File: src/rtl/de2_115_qsys_cpu_oci_dct_packer.sv
// Trace atom packer: gathers 2-bit compressed trace atoms into 30-bit words of
// up to SLOTS atoms and hands them downstream through a one-entry valid/ready register.
module de2_115_qsys_cpu_oci_dct_packer #(
    parameter int SLOTS = 15,
    parameter int OVF_W = 8
) (
    input  logic               clk,
    input  logic               reset,
    input  logic               trc_on,
    input  logic               atm_valid,
    input  logic [1:0]         atm_code,
    input  logic               flush,
    output logic [2*SLOTS-1:0] dct_buffer,
    output logic [3:0]         dct_count,
    output logic               pkt_valid,
    output logic [2*SLOTS-1:0] pkt_data,
    output logic [3:0]         pkt_count,
    input  logic               pkt_ready,
    output logic               overflow,
    output logic [OVF_W-1:0]   ovf_count
);

    localparam int WORD_W = 2 * SLOTS;
    localparam logic [3:0] FULL_COUNT = 4'(SLOTS);

    logic              trc_q;
    logic              flush_pend;
    logic              out_free;
    logic              full;
    logic              xfer;
    logic              atm_req;
    logic              accept;
    logic              drop;
    logic              flush_set;
    logic              flush_clr;
    logic              flush_pend_next;
    logic [WORD_W-1:0] buffer_next;
    logic [3:0]        count_next;

    assign out_free  = !pkt_valid || pkt_ready;
    assign full      = (dct_count == FULL_COUNT);
    assign xfer      = (full || (flush_pend && dct_count != 4'd0)) && out_free;
    assign atm_req   = trc_on && atm_valid;
    // A transfer frees the buffer in the same cycle, so a full buffer still accepts.
    assign accept    = atm_req && (!full || xfer);
    assign drop      = atm_req && full && !xfer;
    assign flush_set = flush || (trc_q && !trc_on);
    assign flush_clr = xfer || (dct_count == 4'd0 && !accept);

    // NOTE: every variable gets a default at the top of the block so no path
    // leaves it unassigned, which would otherwise infer a latch.
    always_comb begin
        buffer_next = dct_buffer;
        count_next  = dct_count;
        if (xfer) begin
            buffer_next = '0;
            count_next  = 4'd0;
        end
        if (accept) begin
            buffer_next[{count_next, 1'b0} +: 2] = atm_code;
            count_next = count_next + 4'd1;
        end
    end

    // A new flush only stays pending if something is left to cover after this edge.
    always_comb begin
        flush_pend_next = flush_pend && !flush_clr;
        if (flush_set) begin
            flush_pend_next = (count_next != 4'd0);
        end
    end

    // NOTE: sequential state uses non-blocking assignments so every register
    // samples the pre-edge values regardless of statement order.
    always_ff @(posedge clk or posedge reset) begin
        if (reset) begin
            dct_buffer <= '0;
            dct_count  <= 4'd0;
            flush_pend <= 1'b0;
            trc_q      <= 1'b0;
        end else begin
            dct_buffer <= buffer_next;
            dct_count  <= count_next;
            flush_pend <= flush_pend_next;
            trc_q      <= trc_on;
        end
    end

    always_ff @(posedge clk or posedge reset) begin
        if (reset) begin
            pkt_valid <= 1'b0;
            pkt_data  <= '0;
            pkt_count <= 4'd0;
        end else if (xfer) begin
            pkt_valid <= 1'b1;
            pkt_data  <= dct_buffer;
            pkt_count <= dct_count;
        end else if (pkt_valid && pkt_ready) begin
            pkt_valid <= 1'b0;
        end
    end

    always_ff @(posedge clk or posedge reset) begin
        if (reset) begin
            overflow  <= 1'b0;
            ovf_count <= '0;
        end else if (drop) begin
            overflow <= 1'b1;
            if (ovf_count != '1) begin
                ovf_count <= ovf_count + OVF_W'(1);
            end
        end
    end

endmodule

File: config.mk
export PLATFORM = sky130hd
export DESIGN_NAME = de2_115_qsys_cpu_oci_dct_packer
export DESIGN_NICKNAME = d
export VERILOG_FILES = /design/src/rtl/de2_115_qsys_cpu_oci_dct_packer.sv
export SDC_FILE = /design/constraint.sdc
export NUM_CORES = 1
export LEC_CHECK = 0
export BUFFER_PORTS_ARGS = -buffer_cell sky130_fd_sc_hd__buf_4
export CORE_ASPECT_RATIO = 0.7
export CORE_MARGIN = 2
export CORE_UTILIZATION = 58
export DETAILED_ROUTE_END_ITERATION = 16
export PLACE_DENSITY = 0.82
export SLEW_MARGIN = 15
export SYNTH_ARGS = -nofsm -noshare
export SYNTH_HDL_FRONTEND = slang
export SYNTH_SLANG_ARGS = --single-unit
File: constraint.sdc
create_clock -name clk -period 7.17 [get_ports clk]
set_input_delay 1.0755 -clock clk [delete_from_list [all_inputs] [get_ports clk]]
set_output_delay 1.0755 -clock clk [all_outputs]
set_load 0.02 [all_outputs]
==> Flow_metrics.wiki <==
{| class="wikitable"
! Metric !! Value
|-
| Outcome || completed
|-
| Number of global-route vias before repair || 2831
|-
| Unique cell type count in the Yosys netlist || 54
|-
| Die outline width || 100.3 um
|-
| Mux share of post-synthesis cell area || 0.08278
|-
| Required time of the critical path || 7.41 ns
|-
| Crit path launch type || input port
|-
| Total routed wirelength || 8.913 mm
|-
| Die outline height || 71.40 um
|-
| Depth of the worst register-to-register path || 8
|-
| Root Driver || clkbuf_8
|-
| Sequential fraction of the synthesis area || 0.5319
|-
| Category of the critical setup timing path || input port to flop
|-
| Area enclosed by the die boundary || 7159 um^2
|-
| Cell Count, Final, Fillers Out || 541
|-
| CTS Hold Bufs || 0
|-
| Worst clock skew on the final layout || 0.006802 ns
|-
| Dpl cells || 525
|-
| Slack of the worst reg-to-reg path || 4.00 ns
|-
| Clock tree from TritonCTS || built
|-
| Router iterations before antenna repair || 4
|-
| Post-synthesis share of cell area spent on and, or, nand and nor gates || 0.2271
|-
| Most used flip-flop cell after synthesis || dfrtp_1
|-
| Setup-violating endpoint count in the final report || 0
|-
| Post-synthesis instance total || 379
|-
| Number of placement rows || 24
|-
| Clk buf depth || 2
|-
| Xor-xnor portion of the synthesized cell area || 0.02327
|-
| Maximum fanout along the worst path || 8
|-
| Fmax || 0.3152 GHz
|-
| Synth async-reset ratio || 1.000
|-
| Syn Nets || 392
|-
| GR met1 Demand/Resource || 0.3679
|-
| Post-Syn Area per Cell || 9.930 um^2
|-
| Number of antenna-violating nets in the routed design || 0
|-
| Least-Margin Pin Slew || 1.087 ns
|-
| Antenna violations before repair || 0
|-
| Count of vias placed by the detailed router || 3002
|-
| Routability cong. || 0.9142
|-
| TritonCTS Buffers || 9
|-
| Compound-Gate Fraction of Synth Area || 0.07480
|-
| Count of buffers inserted at the top-level ports || 85
|-
| Global-route wire length before repair || 14.30 mm
|-
| Grt met3 use || 0.07220
|-
| DP Wirelength || 6.122 mm
|-
| Antenna fix cells || 0
|-
| Total number of clock tree sinks || 80
|-
| Pwr dens || 305.2 nW/um^2
|-
| Max-capacitance violation count || 0
|-
| Hold Path Origin || pkt_data[20]$_DFFE_PP0P_
|-
| Routing usage on met2 || 0.3960
|-
| DRC violation count after routing || 0
|-
| Layout filler cell count || 469
|-
| Boundary Pins || 86
|-
| Initial core utilization || 0.6026
|-
| Commonest cells after routing, fill and taps aside || nand2_1, buf_4, dfrtp_1
|-
| Register bit count reported by yosys || 80
|-
| Layout overhead on the synthesized area || 21.91%
|-
| Detailed Route Iter0 Violations || 257
|-
| Post CTS Setup Buffer Count || 0
|-
| Clock transition at path regs || 0.09 ns
|-
| Mapped cell area || 3764 um^2
|-
| Ratio of final minimum period to clock period || 0.4425
|-
| VDD IR max || 0.2315 mV
|-
| WP data arrival || 3.41 ns
|-
| Most common cell after layout, fill and taps aside || nand2_1
|-
| Largest net degree at the start of global routing || 81
|-
| Number of warning messages in the yosys log || 0
|-
| Shortest clock period the worst path allows after layout || 3.173 ns
|-
| Relative slew slack || 0.2750
|-
| Origin of the critical flop-to-flop path || dct_count[3]$_DFF_PP0_
|-
| Share of post-route cells with drive strength above 1 || 0.2657
|-
| Number of cells on the worst hold path || 2
|-
| Number of slew-limit violations in the final report || 0
|-
| Crit Reg-Reg Endpoint || dct_buffer[3]$_DFF_PP0_
|-
| TNS Setup || 0 ns
|-
| Average wire length per cell after detail routing || 16.48 um
|-
| Core area || 6246 um^2
|-
| Number of vias per cell || 5.549
|-
| Final net count || 471
|-
| Clock insertion delay at the later pin of the skew report || 0.36 ns
|-
| Main combinational cell family by area after synthesis || simple AND/OR/NAND/NOR gates
|-
| Setup repair after global routing missed its margin || false
|-
| Number of gates resized after cts || 0
|-
| Leak Pwr || 0.002429 uW
|-
| Number of endpoints with negative hold slack in the final report || 0
|-
| Worst Hold Path EP || pkt_data[20]$_DFFE_PP0P_
|-
| Gr busiest metal || met2
|-
| Number of synthesized flops with an enable pin || 0
|-
| Synth Area in Adders || 0.01662
|-
| Class of the most critical hold timing path || flop to flop
|-
| Element type at the critical path end || flop
|-
| All-Layer GR Usage || 0.2607
|-
| CTS H-tree depth || 3
|-
| Total grt overflow || 0
|}
[flip-flops by register name, summed over array words and instances, names as in the netlist]
| signal | cells |
|---|---|
| trc_q | 1 |
| dct_count | 4 |
| flush_pend | 1 |
| dct_buffer | 30 |
| pkt_valid | 1 |
| pkt_count | 4 |
| pkt_data | 30 |
| overflow | 1 |
| ovf_count | 8 |
[cell families (layout without fill, tap and decap cells)]
group | Yosys count | in the layout
AOI/OAI and AO/OA | 37 | 37
buffers and inverters | 30 | 114
adders and majority gates | 5 | 5
and+or+nand+nor | 186 | 186
DFF | 80 | 80
muxes | 31 | 31
xor gates and xnor gates | 10 | 10
[critical path: stages]
cell and delay [ns]:
buf_4 0.11, and2b_1 0.36, o21ai_0 0.26, ha_1 0.35, nor2b_1 0.16, nor2_1 0.38
nor4b_2 0.41, mux2i_1 0.24, nor2_1 0.06
[layer usage]
layer	wire, um	vias up
li1	-	1430
met4	138	0
met3	619	12
met5	0	-
met2	4032	114
met1	4123	1446
[how the worst max path moves through the flow]
stage	start	end	depth (start not counted)
after floorplan	reset	dct_buffer[0]$_DFF_PP0_	1
after global placement	pkt_ready	dct_buffer[22]$_DFF_PP0_	6
after detailed placement	pkt_ready	dct_buffer[3]$_DFF_PP0_	9
after CTS	pkt_ready	dct_buffer[3]$_DFF_PP0_	9
after global routing	dct_count[3]$_DFF_PP0_	dct_buffer[3]$_DFF_PP0_	8
final	pkt_ready	dct_buffer[3]$_DFF_PP0_	9
[synthesized netlist by cell type, types with 5 or more instances]
library cell  count  area share
buf_2            11       0.015
dfrtp_1          80        0.53
ha_1              5       0.017
inv_1            10       0.010
mux2i_1          30       0.080
nand2_1         131        0.13
nor2_1           17       0.017
nor3_1            5      0.0066
o211ai_1          5       0.010
o21ai_0           5      0.0066
xnor2_1           6       0.014
[layout make-up]
type                       instances  area, um^2  area share
sequential                        80        2002      0.4363
multi-input combinational        269        1599      0.3485
timing repair buffer              88       660.6      0.1440
clock buffer                      10       137.6     0.03000
tap                               78       97.59     0.02127
clock inverter                     6       52.55     0.01145
inverter                          10       38.79    0.008454
[power by group]
group	internal, uW	total [uW]	switching, uW
combinational	168	508	340
clock	140	321	181
sequential	500	571	71.3
total	808	1400	592
[stage by stage]
| stage | hold WS (ns) | setup slack (ns) | total power [uW] | util | instance area, um^2 |
|---|---|---|---|---|---|
| 2_1_floorplan | 0.5157 | 4.043 | 941.6 | - | 3764 |
| 3_3_place_gp | 0.4592 | 3.817 | 1068 | 0.7041 | 4398 |
| 3_5_place_dp | 0.4642 | 3.690 | 1082 | 0.7041 | 4398 |
| 4_1_cts | 0.4858 | 4.049 | 1404 | 0.7346 | 4588 |
| 5_1_grt | 0.5078 | 3.789 | 1478 | 0.7346 | 4588 |
| 6_report | 0.4823 | 3.997 | 1400 | 0.7346 | 4588 |
No activity file was read; power rests on OpenSTA's default activity.
